--- src/rtl/transport_pkg.sv ---
// Shared transport-layer constants and the receive FSM state type.
// Header bytes and cmd tags must stay in sync with the transmit-side packetizer.
package transport_pkg;

  localparam logic [7:0] HDR_CTRL  = 8'h40;
  localparam logic [7:0] HDR_AUDIO = 8'h80;
  localparam logic [7:0] TRAILER   = 8'hFF;

  localparam logic [1:0] CMD_IDLE  = 2'b00;
  localparam logic [1:0] CMD_CTRL  = 2'b01;
  localparam logic [1:0] CMD_AUDIO = 2'b10;

  typedef enum logic [2:0] {
    ST_IDLE,
    ST_CTRL_HI,
    ST_CTRL_LO,
    ST_CTRL_PAD,
    ST_AUD_HI,
    ST_AUD_LO,
    ST_AUD_TRAIL,
    ST_DISCARD
  } rxState_t;

endpackage

--- src/rtl/transport_receive_if.sv ---
// Byte-in / word-out link between the phone-link byte source and the receive transport.
// master drives bytes and consumes words; slave is the transport_receive block.
interface transport_receive_if;
  logic [7:0]  packetIn;
  logic        byteValid;
  logic [1:0]  cmd;
  logic [15:0] data;
  logic        dataValid;

  modport master (output packetIn, byteValid, input cmd, data, dataValid);
  modport slave  (input packetIn, byteValid, output cmd, data, dataValid);
endinterface

--- src/rtl/transport_word_assembler.sv ---
// Big-endian byte-pair to 16-bit word assembler with a registered one-cycle strobe.
// clear drops a half-received word when the FSM leaves a packet.
module transport_word_assembler (
  input  logic        clk,
  input  logic        reset,
  input  logic        clear,
  input  logic        loadHi,
  input  logic        loadLo,
  input  logic [7:0]  byteIn,
  output logic [15:0] word,
  output logic        wordStrobe
);

  logic [7:0]  hiReg;
  logic [15:0] wordReg;
  logic        strobeReg;

  always_ff @(posedge clk or posedge reset) begin
    if (reset) begin
      hiReg     <= 8'h00;
      wordReg   <= 16'h0000;
      strobeReg <= 1'b0;
    end else begin
      strobeReg <= loadLo;
      if (loadLo)
        wordReg <= {hiReg, byteIn};
      // loadLo above sees the old hiReg, so a same-cycle clear is safe
      if (clear)
        hiReg <= 8'h00;
      else if (loadHi)
        hiReg <= byteIn;
    end
  end

  assign word       = wordReg;
  assign wordStrobe = strobeReg;

endmodule

--- src/rtl/transport_receive.sv ---
// Receive-side transport: header decode, word reassembly, packet error/count tracking.
// Optional: define TRANSPORT_RECEIVE_STRICT_PAD_EN to hold control words until padding is verified as zero.
module transport_receive
  import transport_pkg::*;
#(
  parameter int packetSize = 16
) (
  input  logic                clk,
  input  logic                reset,
  transport_receive_if.slave  link,
  output logic                busy,
  output logic                packetError,
  output logic [7:0]          packetCount
);

  localparam int CW = $clog2(packetSize) + 1;
  localparam logic [CW-1:0] LOAD = CW'(packetSize - 1);

  rxState_t      state;
  logic [CW-1:0] byteCount;
  logic          errorReg;
  logic [7:0]    countReg;
  logic [1:0]    tagReg;

  logic          asmClear;
  logic          asmLoadHi;
  logic          asmLoadLo;
  logic [7:0]    asmByte;
  logic [1:0]    lsbTag;
  logic [15:0]   asmWord;
  logic          asmStrobe;
  logic          lastByte;

  assign lastByte = (byteCount == CW'(1));

`ifdef TRANSPORT_RECEIVE_STRICT_PAD_EN
  logic [7:0] ctrlLo;
  logic       padOk;
  logic       padGood;
  assign padGood = padOk && (link.packetIn == 8'h00);
`endif

  always_comb begin
    asmClear  = 1'b0;
    asmLoadHi = 1'b0;
    asmLoadLo = 1'b0;
    asmByte   = link.packetIn;
    lsbTag    = CMD_IDLE;
    if (link.byteValid) begin
      case (state)
        ST_CTRL_HI: asmLoadHi = 1'b1;
        ST_CTRL_LO: begin
`ifndef TRANSPORT_RECEIVE_STRICT_PAD_EN
          asmLoadLo = 1'b1;
          lsbTag    = CMD_CTRL;
`endif
        end
        ST_CTRL_PAD: begin
          if (lastByte) begin
            asmClear = 1'b1;
`ifdef TRANSPORT_RECEIVE_STRICT_PAD_EN
            // replay the held low byte so the word leaves one cycle after the last pad
            if (padGood) begin
              asmLoadLo = 1'b1;
              asmByte   = ctrlLo;
              lsbTag    = CMD_CTRL;
            end
`endif
          end
        end
        ST_AUD_HI: asmLoadHi = 1'b1;
        ST_AUD_LO: begin
          asmLoadLo = 1'b1;
          lsbTag    = CMD_AUDIO;
        end
        ST_AUD_TRAIL: asmClear = 1'b1;
        ST_DISCARD:   asmClear = lastByte;
        default: ;
      endcase
    end
  end

  always_ff @(posedge clk or posedge reset) begin
    if (reset) begin
      state     <= ST_IDLE;
      byteCount <= '0;
      errorReg  <= 1'b0;
      countReg  <= 8'h00;
      tagReg    <= CMD_IDLE;
`ifdef TRANSPORT_RECEIVE_STRICT_PAD_EN
      ctrlLo    <= 8'h00;
      padOk     <= 1'b0;
`endif
    end else begin
      errorReg <= 1'b0;
      if (asmLoadLo)
        tagReg <= lsbTag;
      if (link.byteValid) begin
        if (state != ST_IDLE)
          byteCount <= byteCount - CW'(1);
        case (state)
          ST_IDLE: begin
            byteCount <= LOAD;
            if (link.packetIn == HDR_CTRL)
              state <= ST_CTRL_HI;
            else if (link.packetIn == HDR_AUDIO)
              state <= ST_AUD_HI;
            else begin
              state    <= ST_DISCARD;
              errorReg <= 1'b1;
            end
          end
          ST_CTRL_HI: state <= ST_CTRL_LO;
          ST_CTRL_LO: begin
            state <= ST_CTRL_PAD;
`ifdef TRANSPORT_RECEIVE_STRICT_PAD_EN
            ctrlLo <= link.packetIn;
            padOk  <= 1'b1;
`endif
          end
          ST_CTRL_PAD: begin
`ifdef TRANSPORT_RECEIVE_STRICT_PAD_EN
            if (link.packetIn != 8'h00)
              padOk <= 1'b0;
            if (lastByte) begin
              state <= ST_IDLE;
              if (padGood)
                countReg <= countReg + 8'd1;
              else
                errorReg <= 1'b1;
            end
`else
            if (lastByte) begin
              state    <= ST_IDLE;
              countReg <= countReg + 8'd1;
            end
`endif
          end
          ST_AUD_HI: state <= ST_AUD_LO;
          // two bytes left means only the trailer remains after this sample
          ST_AUD_LO: state <= (byteCount == CW'(2)) ? ST_AUD_TRAIL : ST_AUD_HI;
          ST_AUD_TRAIL: begin
            state <= ST_IDLE;
            if (link.packetIn == TRAILER)
              countReg <= countReg + 8'd1;
            else
              errorReg <= 1'b1;
          end
          ST_DISCARD: begin
            if (lastByte)
              state <= ST_IDLE;
          end
          default: state <= ST_IDLE;
        endcase
      end
    end
  end

  transport_word_assembler u_assembler (
    .clk        (clk),
    .reset      (reset),
    .clear      (asmClear),
    .loadHi     (asmLoadHi),
    .loadLo     (asmLoadLo),
    .byteIn     (asmByte),
    .word       (asmWord),
    .wordStrobe (asmStrobe)
  );

  assign link.data      = asmWord;
  assign link.dataValid = asmStrobe;
  assign link.cmd       = (state == ST_IDLE && !asmStrobe) ? CMD_IDLE : tagReg;
  assign busy           = (state != ST_IDLE);
  assign packetError    = errorReg;
  assign packetCount    = countReg;

endmodule

--- src/flat_wrapper.sv ---
// flat-port wrapper written by rule: the top's interface ports become plain ports
module transport_receive_flat import transport_pkg::*;
#(
  parameter int packetSize = 16
)
  (clk, reset, busy, packetError, packetCount, link_packetIn, link_byteValid, link_cmd, link_data, link_dataValid);
  transport_receive_if link_i ();
  input  logic clk;
  input  logic reset;
  output logic busy;
  output logic packetError;
  output logic [7:0] packetCount;
  input wire logic [$bits(link_i.packetIn)-1:0] link_packetIn;
  input wire logic [$bits(link_i.byteValid)-1:0] link_byteValid;
  output wire logic [$bits(link_i.cmd)-1:0] link_cmd;
  output wire logic [$bits(link_i.data)-1:0] link_data;
  output wire logic [$bits(link_i.dataValid)-1:0] link_dataValid;
  assign link_i.packetIn = link_packetIn;
  assign link_i.byteValid = link_byteValid;
  assign link_cmd = link_i.cmd;
  assign link_data = link_i.data;
  assign link_dataValid = link_i.dataValid;
  transport_receive #(.packetSize(packetSize)) u_core (.clk(clk), .reset(reset), .link(link_i), .busy(busy), .packetError(packetError), .packetCount(packetCount));
endmodule
--- config.mk ---
export PLATFORM = sky130hd
export DESIGN_NAME = transport_receive_flat
export DESIGN_NICKNAME = d
export VERILOG_FILES = /design/src/rtl/transport_pkg.sv /design/src/rtl/transport_receive_if.sv /design/src/rtl/transport_word_assembler.sv /design/src/rtl/transport_receive.sv /design/src/flat_wrapper.sv
export SDC_FILE = /design/constraint.sdc
export NUM_CORES = 1
export LEC_CHECK = 0
export ABC_CLOCK_PERIOD_IN_PS = 2400
export BUFFER_PORTS_ARGS = -buffer_cell sky130_fd_sc_hd__buf_4
export CAP_MARGIN = 25
export CORE_MARGIN = 2
export CORE_UTILIZATION = 50
export CTS_CLUSTER_DIAMETER = 60
export DETAILED_ROUTE_END_ITERATION = 10
export PLACE_DENSITY = 0.83
export SLEW_MARGIN = 20
export SYNTH_ARGS = -nofsm -noshare
export SYNTH_HDL_FRONTEND = slang
export SYNTH_HIERARCHICAL = 1
export SYNTH_SLANG_ARGS = --single-unit
--- constraint.sdc ---
create_clock -name clk -period 2.4 [get_ports clk]
set_clock_uncertainty 0.1 [all_clocks]
set_input_delay 0 -clock clk [delete_from_list [all_inputs] [get_ports clk]]
set_output_delay 0 -clock clk [all_outputs]
set_load 0.03 [all_outputs]
# Yosys cells after proc, flatten, opt, wreduce, memory -nomap -nowiden
# Index checks and enable logic that the tools add are counted.
# word_totals
reg_bits	44
out_inout_bits	29
wordCells	65
input_bits	11
# op_classes
add_sub_neg	2
n_eq_ne	15
n_reduce_logical	13
n_mux	27
# ops
op	n
$mux W8	4
$pmux W3 S7	1
$eq A8 B8 Y1 const B	2
$pmux W8 S2	1
$eq A3 B3 Y1 const B	4
$mux W1	10
$mux W5	2
$add A8 B1 Y8 const B	1
$eq A8 B7 Y1 const B	1
$mux W2	4
$eq A3 B2 Y1 const B	2
$mux W3	2
$ne A2 B1 Y1 const B	3
$reduce_bool A2 Y1	3
$reduce_or A2 Y1	3
$eq A5 B1 Y1 const B	1
$eq A5 B2 Y1 const B	1
$sub A5 B1 Y5 const B	1
$pmux W2 S2	1
$reduce_and A2 Y1	2
$reduce_and A4 Y1	1
$eq A3 B1 Y1 const B	1
$logic_not A3 Y1	1
$pmux W1 S3	1
4 further kinds	4

# Depth between registers and ports, before layout
# Gate-level depths: netlist of run 1.
# logic_depth
word_depth	6
depth_mapped	7
mapped_depth_nobuf	6

# By module
# Netlist of run 1, hierarchy kept.
# by_module_without_submodules
mod	cells_each	seq_area_each_um2	area_per_inst_um2	instances
transport_receive	118	475.5	1127.3	1
transport_word_assembler	62	625.6	997.2	1

# Worst setup path before layout of run 1
# No wires, ideal clock.
# synth_path
path_kind	reg-to-reg
startpoint	register u_core.byteCount[1]
endpoint	register u_core.countReg[1], in the netlist u_core/packetCount[1]
slack_ns	0.206
n_path_buf	0
period_less_slack_ns	2.194
stages_incl_launch_ff	7
arrival_time_ns	1.969
cell_sequence	dfrtp_1 -> inv_1 -> ha_1 -> or4b_4 -> a2111oi_4 -> nor2_2 -> mux2_4
# synth_between
elab_chain_len	3
# synth_rtl
item	line_no	source
from (decl)	transport_receive.sv:20	logic [CW-1:0] byteCount;
from (signal assigned)	transport_receive.sv:100	byteCount <= byteCount - CW'(1);
$eq A5 B1 Y1	transport_receive.sv:34	assign lastByte = (byteCount == CW'(1));
$ne A2 B1 Y1 (no line)	n/a	
$reduce_and A4 Y1 (no line)	n/a	
to (signal assigned)	transport_receive.sv:135	countReg <= countReg + 8'd1;
to (signal assigned)	transport_receive.sv:145	countReg <= countReg + 8'd1;
to (decl)	transport_receive.sv:22	logic [7:0] countReg;
# No other way between the ends.
# A chain may end at the register's enable or synchronous reset.

# Worst setup path in the final report of run 1
# Ends and elaborated chain as after synthesis.

==> results of run 1 <==
## synth_stat cells (all sizes together) (2+ instances only)
| library cell | number |
|---|---|
| o2bb2ai | 2 |
| a31oi | 7 |
| nand4 | 2 |
| o2111ai | 4 |
| ha | 4 |
| nand2 | 5 |
| o21ai | 4 |
| mux2 | 17 |
| o21a | 2 |
| nor2b | 2 |
| nor4b | 2 |
| inv | 8 |
| and3 | 3 |
| buf | 5 |
| xnor2 | 9 |
| mux2i | 8 |
| a21oi | 7 |
| nor3 | 5 |
| clkbuf | 3 |
| nor2 | 25 |
| nand3 | 2 |
| dfrtp | 44 |
## routing by layer
metal	global-route usage	wire length, um	vias up
met5	0	0	-
met1	0.252	1850	766
met2	0.302	2080	46
met4	0.0588	57	0
li1	-	-	747
met3	0.0552	222	6
## cell families (layout without fill, tap and decap cells)
group                      Yosys count  count (layout)  share of synthesized area
AOI/OAI and AO/OA                   29              29                     0.0984
adders and majority gates            4               4                     0.0236
DFF                                 44              44                      0.518
buffers and inverters               16              70                     0.0400
xor gates and xnor gates            10              10                     0.0412
muxes                               25              25                      0.147
and+or+nand+nor                     52              52                      0.131
## worst paths after layout
check                      slack (ns)                                       to  cells past startpoint
max                              0.14        u_core/packetCount[1]$_DFFE_PP0P_                      6
min                              0.07  u_core/u_assembler/word[11]$_DFFE_PP0P_                      3
max reg2reg                      0.14        u_core/packetCount[1]$_DFFE_PP0P_                      6
min reg2reg                      0.40        u_core/packetCount[5]$_DFFE_PP0P_                      1
max in group asynchronous        1.49              u_core/state[1]$_DFFE_PP0P_                      3
min in group clk                 0.40        u_core/packetCount[5]$_DFFE_PP0P_                      1
## metrics by stage
stage	setup WS (ns)	instances
floorplan	0.206	180
global placement	0.126	266
detailed placement	0.0976	266
CTS	0.0881	283
global route	0.0334	284
finish	0.139	284
## sequential cells by signal (all words and copies together) (netlist names)
signal and cells:
u_core/u_assembler/word 16, u_core/packetCount 8, u_core/u_assembler/hiReg 8, u_core/byteCount 5
u_core/state 3, u_core/tagReg 2, u_core/packetError 1, u_core/u_assembler/wordStrobe 1
## worst reg2reg max path: cells and delay by family, from the launching register on
family | cells | cell delay (ns)
AO/OA/AOI/OAI | 1 | 0.50
flip-flops | 1 | 0.41
multiplexers | 1 | 0.31
buffers and inverters | 1 | 0.09
AND/OR/NAND/NOR | 2 | 0.60
adder cells (fa/ha/maj) | 1 | 0.15
## what timing repair did
item	in CTS	in global routing
setup buffers	0	0
hold endpoints to repair	66	0
hold buffers	10	0
endpoints found under the setup margin	0	1
## layout make-up
type	instances	area share
Multi-Input combinational cell	120	0.354
Clock inverter	2	0.00470
Inverter	8	0.0113
Clock buffer	5	0.0258
Sequential cell	44	0.414
Timing Repair Buffer	55	0.167
Tap cell	50	0.0235
## report_power, final
group / switching (W) / internal, W
Sequential: 0.000250 / 0.00104
Clock: 0.000254 / 0.000197
Combinational: 0.000821 / 0.000694
==> impl_metrics.csv, run 1 <==
group,metric,value,unit
setup_path,worstReg2RegStart,"u_core/byteCount[1]$_DFFE_PP0P_",
timing,slew_violations,0,
power_and_ir_drop,leakagePower,1.22,nW
floorplan,die_area,4790,sq um
detailed_routing,drt-pass1-iter-count,4,
setup_path,crit_type,"reg -> reg",
yosys,synth_area_leaders,"dfrtp_1, mux2_4, nor2_1",
detailed_routing,detail-route-antenna-nets,0,
cells_and_area,area_delta_synth_final,25.3,%
setup_path,worstPathArrival,2.35,ns
clock_network,clk-insertion-delay-late,0.30,ns
power_and_ir_drop,powerDensity,1220,nW/um^2
grt,grt_start_max_net_pins,26,
detailed_routing,drtIter0Drc,85,
power_and_ir_drop,power,0.00326,W
power_and_ir_drop,ir_worst_vdd,0.654,mV
cells_and_area,drive_above_1_share,0.316,
grt,track_usage,0.190,
setup_path,critPathLaunchType,"register",
flow_run,maxCapViolations,0,
clock_network,cts_buffers,5,
floorplan,initial_core_util,0.524,
clock_network,clockRootBuffer,"clkbuf_8",
floorplan,core,4060,sq um
grt,antenna_found_initial,0,
timing,max-slew-margin-rel,0.531,
timing,period_share,0.942,
floorplan,die_y,69.2,um
cells_and_area,multi_input_area,942,sq um
floorplan,io_pins,40,
placed_design,dpl.hpwl,2.95,mm
setup_path,startpoint,"u_core/byteCount[1]$_DFFE_PP0P_",
setup_path,max_stage_delay,0.50,ns
placed_design,place_area,2470,sq um
outcome,status,"complete, no violations",
yosys,ys_warn_count,6,
timing,whs,0.0663,ns
yosys,syn-num-nets,195,
timing,finalSetupTns,0,ns
detailed_routing,route.detailed.drc,0,
yosys,synth_cell_types,39,
setup_path,critPathSlowestCell,"a2111oi_4",
clock_network,tritoncts,"built",
timing,rsz0062_at_grt,"false",
floorplan,num_rows,23,
placed_design,port_buffers,39,
yosys,async_flop_share,1.00,
yosys,synth_top_cell_area_share,0.518,
detailed_routing,vias_per_cell,5.51,
grt,grt.overflow.total,0,
setup_path,endpoint_kind,"register",
timing,max_freq,442,MHz
cells_and_area,seq_area,1100,sq um
cells_and_area,stdcell_area,2660,sq um
grt,grt_pass1_vias,1550,
yosys,synth_edf_count,0,
clock_network,cts_buffer_depth,2,
cells_and_area,finish.utilization,0.656,
yosys,syn_inst,180,
setup_path,path_max_fanout,7,
yosys,synth_area,2120,sq um
timing,hold_viol,0,
grt,grt_pass1_wl,7.30,mm
setup_path,required,2.49,ns
timing,setup_viol,0,
clock_network,clk_pin_slew,0.08,ns
yosys,synth_area_leader_cell,"dfrtp_1",
setup_path,path_delay_family,"simple AND/OR/NAND/NOR gates",
detailed_routing,drt_wl_total,4.21,mm
yosys,syn_area_per_cell,11.8,sq um
clock_network,htreeDepth,2,
cells_and_area,nNetsFinal,249,
detailed_routing,wire_per_inst,14.8,um
placed_design,routabilityCongestion,0.792,
hold_path,worst_hold_path_type,"in -> async",
cells_and_area,num-fill-cells,294,
cells_and_area,layout_common_cells,"buf_4, dfrtp_1, nor2_1, mux2_4, dlygate4sd3_1",
timing,finalCriticalPeriod,2.26,ns
setup_path,cp_cell_sequence,"inv_1 -> ha_1 -> or4b_4 -> a2111oi_4 -> nor2_2 -> mux2_4",
detailed_routing,num_vias,1565,
floorplan,die-width,69.2,um
yosys,ys_ff_latch,44,
clock_network,cts.sinks,44,
yosys,synthFlopType,"dfrtp_1",
clock_network,cts_resized,0,
yosys,ys_seq_area_frac,0.518,
cells_and_area,diodes,0,
timing,worst_slew_pin_slew,0.702,ns
setup_path,cp_num_buf_inv,1,
(Power assumes the default switching activity.)
==> run 2: changes to the inputs <==
--- a/config.mk
+++ b/config.mk
@@ -12,7 +12,7 @@
 export CORE_UTILIZATION = 50
 export CTS_CLUSTER_DIAMETER = 60
 export DETAILED_ROUTE_END_ITERATION = 10
-export PLACE_DENSITY = 0.83
+export PLACE_DENSITY = 0.8
 export SLEW_MARGIN = 20
 export SYNTH_ARGS = -nofsm -noshare
 export SYNTH_HDL_FRONTEND = slang
==> run 2 against run 1 <==
Effect of this change:
- register-to-register slack improved by 0.06 ns
- clock power decreased by 4%
- cell count increased by 0.35%
- setup slack improved by 0.057 ns
- combinational power about the same
- global-route usage increased by 0.54 points
- worst hold slack improved by 0.010 ns
- via count decreased by 0.19%
- count of clock-buffer cells in the layout increased by 1
- flip-flop and latch count unchanged
- largest cell class unchanged
- critical endpoint unchanged
- final area increased by 0.14%
- sequential power about the same
- largest power group unchanged
==> impl_metrics.csv, run 2 (synthesized netlist as in run 1, its figures left out) <==
group,metric,value,unit
grt,antenna_found_initial,0,
cells_and_area,num-fill-cells,326,
clock_network,htreeDepth,2,
floorplan,num_rows,23,
setup_path,worstReg2RegStart,"u_core/byteCount[1]$_DFFE_PP0P_",
setup_path,worstPathArrival,2.29,ns
clock_network,cts_buffer_depth,2,
detailed_routing,wl_met3,152,um
timing,finalCriticalPeriod,2.20,ns
grt,track_usage,0.195,
setup_path,path_max_fanout,7,
timing,finalSetupTns,0,ns
grt,grt_pass1_wl,7.40,mm
floorplan,initial_core_util,0.524,
clock_network,tritoncts,"built",
cells_and_area,largest_reg_flops,16,
setup_path,critPathSlowestCell,"or4b_4",
floorplan,die-width,69.2,um
power_and_ir_drop,ir_worst_vdd,0.677,mV
detailed_routing,detail-route-antenna-nets,0,
setup_path,reg2reg_to,"u_core/packetCount[1]$_DFFE_PP0P_",
setup_path,endpoint_kind,"register",
clock_network,clk_pin_slew,0.07,ns
detailed_routing,wire_per_inst,15.3,um
timing,hold_viol,0,
setup_path,path_delay_family,"simple AND/OR/NAND/NOR gates",
timing,period_share,0.918,
timing,worst_slack,0.196,ns
cells_and_area,diodes,0,
detailed_routing,drt_wl_total,4.37,mm
clock_network,cts.sinks,44,
hold_path,worst_hold_path_type,"in -> async",
power_and_ir_drop,p_sw,0.00130,W
setup_path,cp_cell_sequence,"inv_1 -> ha_1 -> or4b_4 -> a2111oi_4 -> buf_4 -> nor2_2 -> mux2_4",
clock_network,clk-insertion-delay-late,0.30,ns
setup_path,reg2regPathDepth,7,
detailed_routing,routed.top_layer,"met4",
detailed_routing,met2_length,2.23,mm
clock_network,cts_resized,0,
cells_and_area,final_common_cell,"buf_4",
cells_and_area,stdcell_area,2670,sq um
detailed_routing,num_vias,1562,
cells_and_area,multi_input_area,942,sq um
grt,grt_start_max_net_pins,26,
detailed_routing,vias_per_cell,5.48,
power_and_ir_drop,p_int,0.00194,W
placed_design,dpl.hpwl,2.94,mm
cells_and_area,area_delta_synth_final,25.5,%
power_and_ir_drop,switching_share,0.402,
timing,worst_slew_pin_slew,0.747,ns
detailed_routing,drtIter0Drc,142,
clock_network,cts_buffers,5,
grt,grt_pass1_vias,1511,
grt,grt.overflow.total,0,
timing,rsz0062_at_grt,"false",
setup_path,crit_type,"reg -> reg",
timing,whs,0.0763,ns
setup_path,max_stage_delay,0.48,ns
setup_path,required,2.49,ns
clock_network,clockRootBuffer,"clkbuf_8",
detailed_routing,route.detailed.drc,0,
timing,setup_viol,0,
flow_run,maxCapViolations,0,
setup_path,regToRegSetupSlack,0.20,ns
power_and_ir_drop,powerDensity,1220,nW/um^2
floorplan,core,4060,sq um
detailed_routing,drt-pass1-iter-count,4,
setup_path,critPathLaunchType,"register",
cells_and_area,drive_above_1_share,0.315,
power_and_ir_drop,leakagePower,1.23,nW
detailed_routing,met1_length,1.87,mm
cells_and_area,fin_cells,285,
cells_and_area,seq_area,1100,sq um
floorplan,die_y,69.2,um
timing,max-slew-margin-rel,0.501,
setup_path,cp_num_buf_inv,2,
power_and_ir_drop,combinationalPowerShare,0.469,
placed_design,placed_cells,266,
timing,slew_violations,0,
cells_and_area,layout_common_cells,"buf_4, dfrtp_1, nor2_1, mux2_4, dlygate4sd3_1",
power_and_ir_drop,p_seq_frac,0.397,
cells_and_area,nNetsFinal,250,
placed_design,port_buffers,39,
placed_design,place_ws,0.0560,ns
timing,max_freq,454,MHz
floorplan,io_pins,40,
placed_design,place_area,2470,sq um
floorplan,die_area,4790,sq um
placed_design,routabilityCongestion,0.780,
power_and_ir_drop,clkPwrFrac,0.134,
outcome,status,"complete, no violations",
[run 2: changes by cell type in the layout (fill, tap and decap cells not counted), sizes merged]
cell      change
clkbuf        +1
clkinvlp      -1
buf           +1
[run 2: per-layer routing]
metal / up-vias / track usage
li1: 748 / -
met1: 765 / 0.253
met2: 38 / 0.317
met3: 11 / 0.0305
met4: 0 / 0.102
met5: - / 0
[run 2: worst register-to-register path, stage by stage (launching register included)]
cell and delay, ns:
dfrtp_1 0.42, inv_1 0.09, ha_1 0.15, or4b_4 0.48
a2111oi_4 0.29, buf_4 0.20, nor2_2 0.06, mux2_4 0.31
[run 2: what timing repair did]
| action | 4_1_cts | 5_1_grt |
|---|---|---|
| hold buffers | 10 | 0 |
| endpoints found under the hold margin | 66 | 0 |
| buffers inserted | 0 | 1 |
| endpoints found under the setup margin | 0 | 5 |
[run 2: through the flow]
stage                     total power [W]   util
after global routing              0.00344  0.657
after floorplan                   0.00232      -
final                             0.00324  0.657
after detailed placement          0.00280  0.608
after CTS                         0.00325  0.652
after global placement            0.00275  0.608
[run 2: worst max-delay path by stage]
| stage | from | end | cells past startpoint |
|---|---|---|---|
| 2_1_floorplan | u_core/byteCount[1]$_DFFE_PP0P_ | u_core/packetCount[1]$_DFFE_PP0P_ | 6 |
| 3_3_place_gp | u_core/byteCount[1]$_DFFE_PP0P_ | u_core/packetCount[1]$_DFFE_PP0P_ | 6 |
| 3_5_place_dp | u_core/byteCount[1]$_DFFE_PP0P_ | u_core/packetCount[1]$_DFFE_PP0P_ | 6 |
| 4_1_cts | u_core/byteCount[1]$_DFFE_PP0P_ | u_core/packetCount[1]$_DFFE_PP0P_ | 6 |
| 5_1_grt | u_core/byteCount[1]$_DFFE_PP0P_ | u_core/packetCount[1]$_DFFE_PP0P_ | 7 |
| 6_report | u_core/byteCount[1]$_DFFE_PP0P_ | u_core/packetCount[1]$_DFFE_PP0P_ | 7 |
[run 2: power by group through the flow]
stage / logic [W] / registers [W] / clock network, W
finish: 0.00152 / 0.00129 / 0.000434
global route: 0.00164 / 0.00133 / 0.000474
CTS: 0.00152 / 0.00129 / 0.000446
detailed placement: 0.00150 / 0.00130 / 0
global placement: 0.00147 / 0.00128 / 0
floorplan: 0.000737 / 0.00158 / 0
[run 2: layout make-up]
type                       instances  share of cell area
tap                               50              0.0235
timing repair buffer              56               0.170
inverter                           8              0.0113
multi-input combinational        120               0.353
sequential                        44               0.413
clock buffer                       6              0.0272
clock inverter                     1             0.00188
